<file path="config.mk">
export PLATFORM = sky130hd
export DESIGN_NAME = ht_cmd_player
export DESIGN_NICKNAME = d
export VERILOG_FILES = /design/src/rtl/ht_cmd_player.sv
export SDC_FILE = /design/constraint.sdc
export NUM_CORES = 1
export LEC_CHECK = 0
export ABC_AREA = 0
export CORE_ASPECT_RATIO = 0.5
export CORE_MARGIN = 2
export CORE_UTILIZATION = 55
export DETAILED_ROUTE_END_ITERATION = 16
export PLACE_DENSITY = 0.77
export SLEW_MARGIN = 15
export SYNTH_ARGS = -nofsm -noshare
export SYNTH_HDL_FRONTEND = slang
export SYNTH_SLANG_ARGS = --single-unit
</file>
<file path="constraint.sdc">
create_clock -name clk_i -period 5.4 [get_ports clk_i]
set_input_delay 0.81 -clock clk_i [delete_from_list [all_inputs] [get_ports clk_i]]
set_output_delay 0.81 -clock clk_i [all_outputs]
set_load 0.01 [all_outputs]
</file>
<file path="src/rtl/ht_cmd_player.sv">
// ht_cmd_player: replays a programmed list of hash-table commands through a
// valid/ready task port and counts results. Optional looping: HT_PLAYER_LOOP_EN.
package ht_cmd_player_pkg;
  typedef enum logic [1:0] {
    HT_SEARCH = 2'd0,
    HT_INSERT = 2'd1,
    HT_DELETE = 2'd2
  } ht_cmd_t;
endpackage

module ht_cmd_player
  import ht_cmd_player_pkg::*;
#(
  parameter int KEY_WIDTH   = 32,
  parameter int VALUE_WIDTH = 16,
  parameter int DEPTH       = 16,
  parameter int GAP_W       = 8,
  localparam int AW = $clog2(DEPTH),
  localparam int NW = $clog2(DEPTH + 1)
) (
  input  logic                   clk_i,
  input  logic                   rst_i,
  input  logic                   load_valid_i,
  input  logic [AW-1:0]          load_addr_i,
  input  logic [KEY_WIDTH-1:0]   load_key_i,
  input  logic [VALUE_WIDTH-1:0] load_value_i,
  input  ht_cmd_t                load_cmd_i,
  input  logic [GAP_W-1:0]       load_gap_i,
  input  logic [NW-1:0]          num_cmds_i,
  input  logic                   start_i,
  input  logic                   loop_i,
  output logic                   busy_o,
  output logic                   done_o,
  output logic [KEY_WIDTH-1:0]   task_key_o,
  output logic [VALUE_WIDTH-1:0] task_value_o,
  output ht_cmd_t                task_cmd_o,
  output logic                   task_valid_o,
  input  logic                   task_ready_i,
  input  logic                   res_valid_i,
  output logic                   res_ready_o,
  output logic [15:0]            sent_cnt_o,
  output logic [15:0]            recv_cnt_o
);

  typedef struct packed {
    logic [KEY_WIDTH-1:0]   key;
    logic [VALUE_WIDTH-1:0] value;
    ht_cmd_t                cmd;
    logic [GAP_W-1:0]       gap;
  } slot_t;

  typedef enum logic [2:0] {S_IDLE, S_SEND, S_GAP, S_DRAIN, S_DONE} state_t;

  localparam logic [15:0] CNT_MAX = 16'hFFFF;

  slot_t            mem [DEPTH];
  state_t           state, state_nxt;
  logic [AW-1:0]    ptr, ptr_adv, ld_idx;
  logic [NW-1:0]    n_lat, n_clamp;
  logic [GAP_W-1:0] cnt, cur_gap;
  logic             hs, last, wrap, ld_en, valid_d, busy_d, done_d;
  logic [15:0]      sent_nxt, recv_nxt;

  // Program RAM is not reset; contents survive rst_i.
  always_ff @(posedge clk_i)
    if (load_valid_i && !busy_o)
      mem[load_addr_i] <= '{key: load_key_i, value: load_value_i,
                            cmd: load_cmd_i, gap: load_gap_i};

  assign res_ready_o = 1'b1;
  assign hs          = task_valid_o && task_ready_i;
  assign cur_gap     = mem[ptr].gap;
  assign last        = NW'(ptr) == n_lat - NW'(1);
  assign ptr_adv     = last ? '0 : ptr + AW'(1);
  assign n_clamp     = (num_cmds_i > NW'(DEPTH)) ? NW'(DEPTH) : num_cmds_i;

`ifdef HT_PLAYER_LOOP_EN
  assign wrap = loop_i;
`else
  logic unused_loop;
  assign unused_loop = loop_i;
  assign wrap        = 1'b0;
`endif

  always_comb begin
    sent_nxt = sent_cnt_o;
    recv_nxt = recv_cnt_o;
    if (hs && sent_cnt_o != CNT_MAX) sent_nxt = sent_cnt_o + 16'd1;
    if (res_valid_i && res_ready_o && recv_cnt_o != CNT_MAX) recv_nxt = recv_cnt_o + 16'd1;
  end

  always_ff @(posedge clk_i)
    if (rst_i) state <= S_IDLE;
    else       state <= state_nxt;

  always_comb begin
    state_nxt = state;
    unique case (state)
      S_IDLE:  if (start_i) state_nxt = (n_clamp == '0) ? S_DONE : S_SEND;
      S_SEND:  if (hs) begin
                 if (last && !wrap)     state_nxt = S_DRAIN;
                 else if (cur_gap != '0) state_nxt = S_GAP;
               end
      S_GAP:   if (cnt == GAP_W'(1)) state_nxt = S_SEND;
      // Compare against the next recv value so done_o follows the last result by one cycle.
      S_DRAIN: if (recv_nxt == sent_cnt_o) state_nxt = S_IDLE;
      S_DONE:  state_nxt = S_IDLE;
      default: state_nxt = S_IDLE;
    endcase
  end

  // Outputs are registered from the next state; S_DONE only holds an empty run open one cycle.
  always_comb begin
    valid_d = (state_nxt == S_SEND);
    busy_d  = (state_nxt != S_IDLE);
    done_d  = (state == S_DONE) || (state == S_DRAIN && state_nxt == S_IDLE);
    ld_en   = 1'b0;
    ld_idx  = ptr;
    case (state)
      S_IDLE: if (start_i && n_clamp != '0) begin ld_en = 1'b1; ld_idx = '0;      end
      S_SEND: if (hs && state_nxt == S_SEND) begin ld_en = 1'b1; ld_idx = ptr_adv; end
      S_GAP:  if (state_nxt == S_SEND)       begin ld_en = 1'b1; ld_idx = ptr;     end
      default: ;
    endcase
  end

  always_ff @(posedge clk_i) begin
    if (rst_i) begin
      task_valid_o <= 1'b0;
      busy_o       <= 1'b0;
      done_o       <= 1'b0;
      task_key_o   <= '0;
      task_value_o <= '0;
      task_cmd_o   <= HT_SEARCH;
      sent_cnt_o   <= '0;
      recv_cnt_o   <= '0;
      ptr          <= '0;
      n_lat        <= '0;
      cnt          <= '0;
    end else begin
      task_valid_o <= valid_d;
      busy_o       <= busy_d;
      done_o       <= done_d;
      if (state == S_IDLE && start_i) begin
        n_lat      <= n_clamp;
        ptr        <= '0;
        sent_cnt_o <= '0;
        recv_cnt_o <= '0;
      end else begin
        sent_cnt_o <= sent_nxt;
        recv_cnt_o <= recv_nxt;
      end
      // After a handshake ptr names the next slot to present, even across a gap.
      if (hs) begin
        ptr <= ptr_adv;
        cnt <= cur_gap;
      end else if (state == S_GAP) begin
        cnt <= cnt - GAP_W'(1);
      end
      if (ld_en) begin
        task_key_o   <= mem[ld_idx].key;
        task_value_o <= mem[ld_idx].value;
        task_cmd_o   <= mem[ld_idx].cmd;
      end
    end
  end

endmodule

</file>
# ---- Word level (Yosys, flattened, before mapping)
# Memories as Yosys holds them, arrays and structs flattened. A register that Yosys moved wholly into a read port is not among the register bits.
# Cells that the tools add are included.
dict set report totals {
  wordCells 71
  mem_count 1
  reg_bits 55
  out_inout_bits 86
  ramBits 928
}
# name depth word_bits rd rd_clocked_by_memory_dff write_ports line
set mem_list {}
lappend mem_list {mem 16 58 2 2 1 56} ;# slot_t mem [DEPTH];
dict set report classes {
  n_eq_ne 10
  n_reduce_logical 19
  n_lt_le_gt_ge 1
  mux 26
  add_sub_neg 5
}
# operator n
set op_table {}
lappend op_table {{$add 16x1->16 const B} 2}
lappend op_table {{$ne 16x16->1 const B} 2}
lappend op_table {{$mux 4} 7}
lappend op_table {{$mux 3} 7}
lappend op_table {{$eq 16x16->1} 1}
lappend op_table {{$mux 16} 1}
lappend op_table {{$mux 8} 2}
lappend op_table {{$pmux 3 s4} 1}
lappend op_table {{$eq 8x1->1 const B} 1}
lappend op_table {{$logic_and 1x1->1} 8}
lappend op_table {{$pmux 4 s2} 1}
lappend op_table {{$reduce_bool 8->1} 1}
lappend op_table {{$sub 8x1->8 const B} 1}
lappend op_table {{$eq 3x1->1 const B} 2}
lappend op_table {{$eq 3x2->1 const B} 2}
lappend op_table {{$logic_not 3->1} 2}
lappend op_table {{$eq 4x5->1} 1}
lappend op_table {{$gt 5x5->1 const B} 1}
lappend op_table {{$logic_not 5->1} 1}
lappend op_table {{$mux 1} 5}
lappend op_table {{$mux 5} 1}
lappend op_table {{$reduce_bool 5->1} 1}
lappend op_table {{$sub 5x1->5 const B} 1}
lappend op_table {{$add 4x1->4 const B} 1}
lappend op_table {{other kinds (7)} 8}

# ---- Longest topological paths before layout
# Gate-level depths: netlist of the first run.
dict set report logic_depth {
  word_depth 10
  ltp_mapped 16
}

# ---- Worst setup path after synthesis of the first run
# OpenSTA, ideal clock, no wires.
dict set report synth_timing {
  kind {input-to-reg}
  from {input port load_valid_i}
  to {memory mem[1][0] (netlist name), enable pin}
  stages 3
  setup_time_ps 546
  arrival_ps 5335
  slack_ps -481
  t_required_ps 4854
  cell_sequence {nand2b_1 or3b_2 nor3_1}
}
dict set report synth_between {
  elab_chain_len 3
}
# element line
set synth_rtl {}
lappend synth_rtl {{from (decl)} 23} ;# input logic load_valid_i,
lappend synth_rtl {{$logic_and 1x1->1} 66} ;# if (load_valid_i && !busy_o)
lappend synth_rtl {{$mux 1} 66}
lappend synth_rtl {{$mux 1 (not written as such)} 67} ;# mem[load_addr_i] <= '{key: load_key_i, value: load_value_i,
lappend synth_rtl {{to (decl)} 56}
# Every way passes these cells.

==> results of run 1 <==
[metal layers]
metal	up-vias	wire, um
li1	11400	-
met1	13100	40700
met2	1285	49300
met3	188	9050
met4	0	2650
met5	-	0
[per-stage QoR]
step / hold WS (ns) / worst slack (ns) / util [%]
2_1_floorplan: 0.444 / 1.08 / -
3_3_place_gp: 0.464 / 0.437 / 59.6
3_5_place_dp: 0.472 / 0.346 / 59.6
4_1_cts: 0.379 / 0.608 / 63.4
5_1_grt: 0.418 / 0.196 / 63.4
6_report: 0.423 / 0.539 / 63.4
[sequential cells by signal, indices dropped and copies added, names as in the netlist, named ones only]
signal and cells:
state 3, task_key_o 32, recv_cnt_o 16, cnt 8, n_lat 5, task_cmd_o 2
sent_cnt_o 16, busy_o 1, task_value_o 16, done_o 1, task_valid_o 1, mem 928
ptr 4
[power breakdown]
part	internal, uW	switching, uW	leakage, uW
Sequential	8870	72.6	0.00926
Combinational	296	456	0.00537
Clock	3370	2880	0.00139
[kinds of logic after synthesis]
family / count (synthesis) / share of synthesized area [%]
fa+ha+maj: 6 / 0.179
flops: 1037 / 71.7
mux: 136 / 4.21
other cells: 1 / 0.00895
buf+inv: 238 / 2.77
compound gates: 599 / 10.4
xor+xnor: 40 / 0.836
simple gates: 759 / 9.88
[cell usage in the layout, fill, tap and decap left out, types with 11 or more instances in the layout]
cell type	n
a211o_1	201
nor2_1	58
clkdlybuf4s50_1	156
xor2_1	23
o21ai_0	13
inv_1	17
a32oi_1	50
clkbuf_16	89
nand2_1	193
o21bai_1	51
nor2_4	12
nand4_1	108
dfxtp_1	108
o211ai_1	55
nor4_1	50
clkinv_1	11
mux2i_1	103
clkinv_2	25
xnor2_1	17
edfxtp_1	928
mux4_2	32
a21oi_1	175
buf_12	39
clkbuf_1	20
and3_1	208
nor3_1	14
a211oi_1	11
buf_4	32
nand3_1	43
[critical path: cells and delay by family (launching register included)]
family          cells  cell delay [ns]
simple gates        7             1.98
buf+inv             2             0.92
compound gates      3             0.67
flops               1             0.62
mux                 1             0.52
[Yosys cell counts, types with 2 or more instances]
master | n | area share [%]
a2111oi_0 | 2 | 0.042
a211o_1 | 202 | 4.2
a211oi_1 | 11 | 0.20
a21oi_1 | 176 | 2.1
a22oi_1 | 8 | 0.14
a31oi_1 | 7 | 0.10
a32oi_1 | 50 | 1.0
a41oi_1 | 3 | 0.063
and2_1 | 4 | 0.060
and3_1 | 208 | 3.1
and4_1 | 4 | 0.084
buf_2 | 66 | 0.79
buf_4 | 19 | 0.34
buf_6 | 15 | 0.40
clkbuf_1 | 120 | 1.1
dfxtp_1 | 109 | 5.2
edfxtp_1 | 928 | 67
ha_1 | 6 | 0.18
inv_1 | 17 | 0.15
mux2i_1 | 103 | 2.5
mux4_2 | 32 | 1.7
nand2_1 | 197 | 1.8
nand2b_1 | 6 | 0.090
nand3_1 | 44 | 0.53
nand3_2 | 2 | 0.048
nand3b_1 | 8 | 0.14
nand4_1 | 108 | 1.6
nor2_1 | 70 | 0.63
nor2b_1 | 4 | 0.060
nor3_1 | 18 | 0.22
nor3b_1 | 2 | 0.036
nor4_1 | 50 | 0.75
nor4_2 | 10 | 0.30
o2111ai_1 | 4 | 0.084
o211ai_1 | 55 | 0.99
o21a_1 | 3 | 0.054
o21ai_0 | 13 | 0.16
o21ai_1 | 3 | 0.036
o21bai_1 | 51 | 0.91
or2_2 | 2 | 0.030
or3_1 | 8 | 0.12
or4_1 | 5 | 0.090
or4_4 | 2 | 0.054
xnor2_1 | 17 | 0.36
xor2_1 | 23 | 0.48
[area by class of cell]
type / count / area, um^2 / area share (%)
inverters: 17 / 63.8 / 0.134
well taps: 1022 / 1280 / 2.68
diodes: 2 / 5.00 / 0.0105
flip-flops and latches: 1037 / 30100 / 63.0
repair buffers: 227 / 2580 / 5.42
clock inverters: 51 / 452 / 0.947
clock buffers: 113 / 2360 / 4.94
multi-input cells: 1541 / 10900 / 22.9
[how the worst max path moves through the flow]
stage,to,slack [ns],cells past startpoint
after global routing,task_key_o[21],0.20,13
final,task_key_o[21],0.54,13
after CTS,task_key_o[21],0.61,13
after floorplan,mem[5][0],1.08,3
after global placement,task_key_o[26],0.44,13
after detailed placement,task_key_o[26],0.35,13
==> results by group, run 1 <==
STA
  • Max Transition Viols Final: 0
  • Final setup violation count: 0
  • Fmax: 206 MHz
  • Minimum clock period: 4.86 ns
  • Worst Tran Pin Value: approximately 1.1 ns
  • Crit share post-route: roughly 90%
  • Slew margin rel.: around a quarter
  • Post-route setup TNS: 0 ns
  • Unrepaired setup endpoints after global routing: no
  • Final Hold Fails: 0
  • Worst Skew: ~0.033 ns

Logic synthesis
  • Share of flip-flops with an asynchronous set or reset: 0%
  • Yosys cell types: between 60 and 70
  • Synth warnings: 0
  • Mean area per synthesized cell: around 15 um^2
  • Post-synth EDFFs: about 930
  • Prevailing post-synth register cell: edfxtp_1
  • Post-Syn Instances: between 2k and 3k
  • Mapped cell area: ~42000 um^2
  • Synthesized Nets: around 2.9k
  • Yosys reg bits: just over 1k
  • Seq/Total Area, Yosys: about 72%

Drt
  • Initial DRC Count: 3176
  • Router iterations before antenna repair: 6
  • Drt wl/cell: roughly 25 um
  • DRT Wirelength: approximately 100 mm
  • Via density: ~6.5
  • Detailed-route via count: 26.0k
  • Routed Antenna Nets: 0
  • DRC Markers: 0

Worst setup path
  • Worst EP arrival: ~5.4 ns
  • Crit Path Class: flip-flop to flip-flop
  • Crit. End Element: flip-flop
  • Crit path max fanout: 63
  • Cell Chain, Critical Path: buf_12 > mux4_2 > a22oi_1 > nand3_1 > nor4_1 > and3b_1 > nand3_1 > nand2_4 > buf_4 > nand2_1 > a32oi_1 > o211ai_1 > nor4_1
  • Slowest cell on crit path: nor4_1
  • Worst reg-to-reg path cell count: 13
  • Setup crit start kind: flip-flop
  • CP max stage delay: 0.68 ns
  • R2r endpoint: task_key_o[21]
  • Worst path required time: about 6.0 ns
  • R2r setup slk: ~0.54 ns

Min path
  • Hold Path Sink: n_lat[2]
  • Worst hold stages: 2
  • HP Class: input pin to flip-flop
  • Hold path start: rst_i

Global routing
  • GR Layer Usage met3: 4.11%
  • Initial antenna violation count: 2
  • Grt met1 use: 35.3%
  • GRT Total Usage: ~26%
  • Largest net degree at the start of global routing: roughly 110
  • GR Util met2: between 40% and 50%
  • First-pass GRT wire length: around 150 mm
  • Congestion Overflow GR: 0
  • Layer with the highest usage: met2
  • Vias in the first global route: ~25k

Clocking
  • H-tree levels: 3
  • Post-CTS Setup Bufs: 0
  • Cts hold-fix bufs: 0
  • Clock Sinks: roughly 1.0k
  • Num CTS Buffers: just under 90
  • Worst-skew pair later-pin latency: 0.68 ns
  • CTS tree: built
  • Resize count post-CTS: 0
  • Root Buffer: clkbuf_16
  • Reg clk slew, reported paths: about 0.07 ns
  • CTS max path bufs: 3

Floorplanning
  • Die width: slightly below 400 um
  • Die height: roughly 200 um
  • Row cnt: 71
  • Placeable Area: between 70000 and 80000 um^2
  • Initial Util: approximately 56%
  • I/O pins: 160
  • Die area: a little under 80000 um^2

Run status
  • Run status: completed

Power and ir drop
  • Total power: 15900 uW
  • LEAKAGE: approximately 0.016 uW
  • PwrDens: 334 nW/um^2
  • Peak VDD IR: roughly 0.23 mV

Layout
  • Layout Nets: 2992
  • Post-route cell area: ~48000 um^2
  • Fillers: between 5k and 6k
  • Area growth, synth to finish: 13.8%
  • Non-filler instance count after layout: 4010
  • Layout cells sized above 1: a little under a tenth

Place
  • Cell area after placement: between 40000 and 50000 um^2
  • Dpl hpwl: 51.5 mm
  • IO buf count: ~160
  • Placer Congestion: roughly 0.85
  • Placed Cells: 3844

Job
  • Max_cap viols: 0
Power figures use the tool's default switching activity.
==> run 2: changes to the inputs <==
==> constraint.sdc (replaced) <==
create_clock -name clk_i -period 5.4 [get_ports clk_i]
set_input_delay 1.08 -clock clk_i [delete_from_list [all_inputs] [get_ports clk_i]]
set_output_delay 1.08 -clock clk_i [all_outputs]
set_load 0.01 [all_outputs]
==> run 2 against run 1 <==
Net effect: maximum frequency shrank 3.0%; register-to-register slack got worse by 0.15 ns; via count is 0.27% higher; clock skew grew 0.00071 ns; utilization increased by 0.16 points; count of clock-buffer cells in the layout decreased by 2.
==> results by group, run 2 (synthesis results as in run 1) <==
Layout
  • Layout cells sized above 1: approximately a tenth
  • Non-filler instance count after layout: ~4.0k
  • Most frequent cells in the layout: edfxtp_1, and3_1, a211o_1, nand2_1, a21oi_1
  • Largest regs: mem x928, task_key_o x32
  • Layout Nets: between 3k and 4k
  • Area growth, synth to finish: 14.1%
  • Largest register FFs: between 900 and 1k
  • Fillers: 5168
  • Most common cell after layout, fill and taps aside: edfxtp_1
  • Top reg by flops: mem

Min path
  • Hold path start: n_lat[4]
  • HP Class: flip-flop to flip-flop

STA
  • Minimum clock period: 5.01 ns
  • Final Hold Fails: 0
  • Crit share post-route: between 90% and 100%
  • Post-route setup TNS: 0 ns
  • Fin worst setup slack: 0.388 ns
  • Worst Skew: between 0.03 and 0.04 ns
  • Slew margin rel.: a little over a fifth
  • Max Transition Viols Final: 0
  • Worst Tran Pin Value: 1.18 ns
  • Fmax: approximately 200 MHz
  • Worst hold slack: between 0.4 and 0.5 ns
  • Unrepaired setup endpoints after global routing: no
  • Final setup violation count: 0

Place
  • Placer Congestion: approximately 0.85
  • Setup WS pre-CTS: about 0.19 ns
  • IO buf count: between 150 and 200
  • Placed Cells: between 3k and 4k
  • Dpl hpwl: approximately 53 mm

Worst setup path
  • Setup crit start kind: flip-flop
  • Crit Path Class: flip-flop to flip-flop
  • Crit path max fanout: 31
  • Crit. End Element: flip-flop
  • Worst path required time: 5.97 ns
  • Worst EP arrival: approximately 5.6 ns

Job
  • Max_cap viols: 0

Power and ir drop
  • Peak VDD IR: between 0.2 and 0.25 mV
  • LEAKAGE: ~0.016 uW
  • Total power: around 16000 uW
  • PwrDens: about 340 nW/um^2

Global routing
  • Largest net degree at the start of global routing: 90
  • Congestion Overflow GR: 0
  • GRT Total Usage: between 20 and 30%
  • First-pass GRT wire length: 153 mm
  • Vias in the first global route: around 25k
  • Initial antenna violation count: 1

Floorplanning
  • Die area: 78500 um^2
  • Row cnt: a little over 70
  • I/O pins: 160
  • Die width: about 390 um
  • Initial Util: between 50% and 60%
  • Die height: around 200 um
  • Placeable Area: between 70000 and 80000 um^2

Drt
  • Initial DRC Count: 3288
  • Via density: roughly 6.5
  • Routed Antenna Nets: 0
  • Detailed-route via count: about 26k
  • DRT Wirelength: 102 mm
  • DRC Markers: 0
  • Router iterations before antenna repair: 6
  • Drt wl/cell: ~25 um

Clocking
  • CTS max path bufs: 3
  • Reg clk slew, reported paths: ~0.070 ns
  • Root Buffer: clkbuf_16
  • Worst-skew pair later-pin latency: between 0.6 and 0.7 ns
  • H-tree levels: 3
  • Resize count post-CTS: 0
  • Post-CTS Setup Bufs: 0
  • Num CTS Buffers: slightly below 90
  • Cts hold-fix bufs: 0
  • Clock Sinks: 1037
  • CTS tree: built

Run status
  • Run status: completed
==> run 2: changes by cell type in the layout (fill, tap and decap cells not counted), sizes merged <==
| cell | delta |
|---|---|
| diode | -1 |
| clkbuf | -2 |
| clkinvlp | -2 |
| inv | -2 |
| bufinv | +4 |
| buf | +9 |
==> run 2: layer usage <==
layer / part of all wire (%) / global-route usage, % / up-vias
met3: 9.3 / 4.33 / 188
li1: - / - / 11400
met5: 0.011 / 0 / -
met1: 40 / 35.7 / 13100
met2: 48 / 42.5 / 1307
met4: 2.2 / 6.78 / 2
==> run 2: area by class of cell <==
cell class	count	area, um^2	area share, %
clock inverters	51	527	1.10
well taps	1022	1280	2.67
diodes	1	2.50	0.00523
clock buffers	111	2360	4.94
flip-flops and latches	1037	30100	62.9
multi-input cells	1541	10900	22.8
repair buffers	236	2630	5.49
inverters	17	63.8	0.133
==> run 2: where the power goes <==
| group | internal, uW | switching (uW) |
|---|---|---|
| Sequential | 8870 | 66.4 |
| Combinational | 302 | 463 |
| Clock | 3550 | 2860 |
| Total | 12700 | 3390 |
==> run 2: path summary, 6_finish.rpt <==
kind                    to  slack, ns  cells past startpoint
max          task_key_o[6]       0.39                     12
min               n_lat[4]       0.49                      2
max reg2reg  task_key_o[6]       0.39                     12
min reg2reg       n_lat[4]       0.49                      2
==> run 2: critical path: stages, from the launching register on <==
cell and delay [ns]:
dfxtp_1 1.01, mux4_2 0.44, a22oi_1 0.25, nand3_1 0.17, nor4_1 0.61, a21oi_1 0.27, o211ai_1 0.55, and2_4 0.44
buf_4 0.44, a21oi_1 0.15, a32oi_1 0.19, o211ai_1 0.14, nor4_1 0.22
==> run 2: stage by stage <==
step           area (um^2)  util (%)
5_1_grt              47800      63.5
4_1_cts              47800      63.5
3_3_place_gp         44900      59.7
6_report             47800      63.5
3_5_place_dp         44900      59.7
2_1_floorplan        41900         -
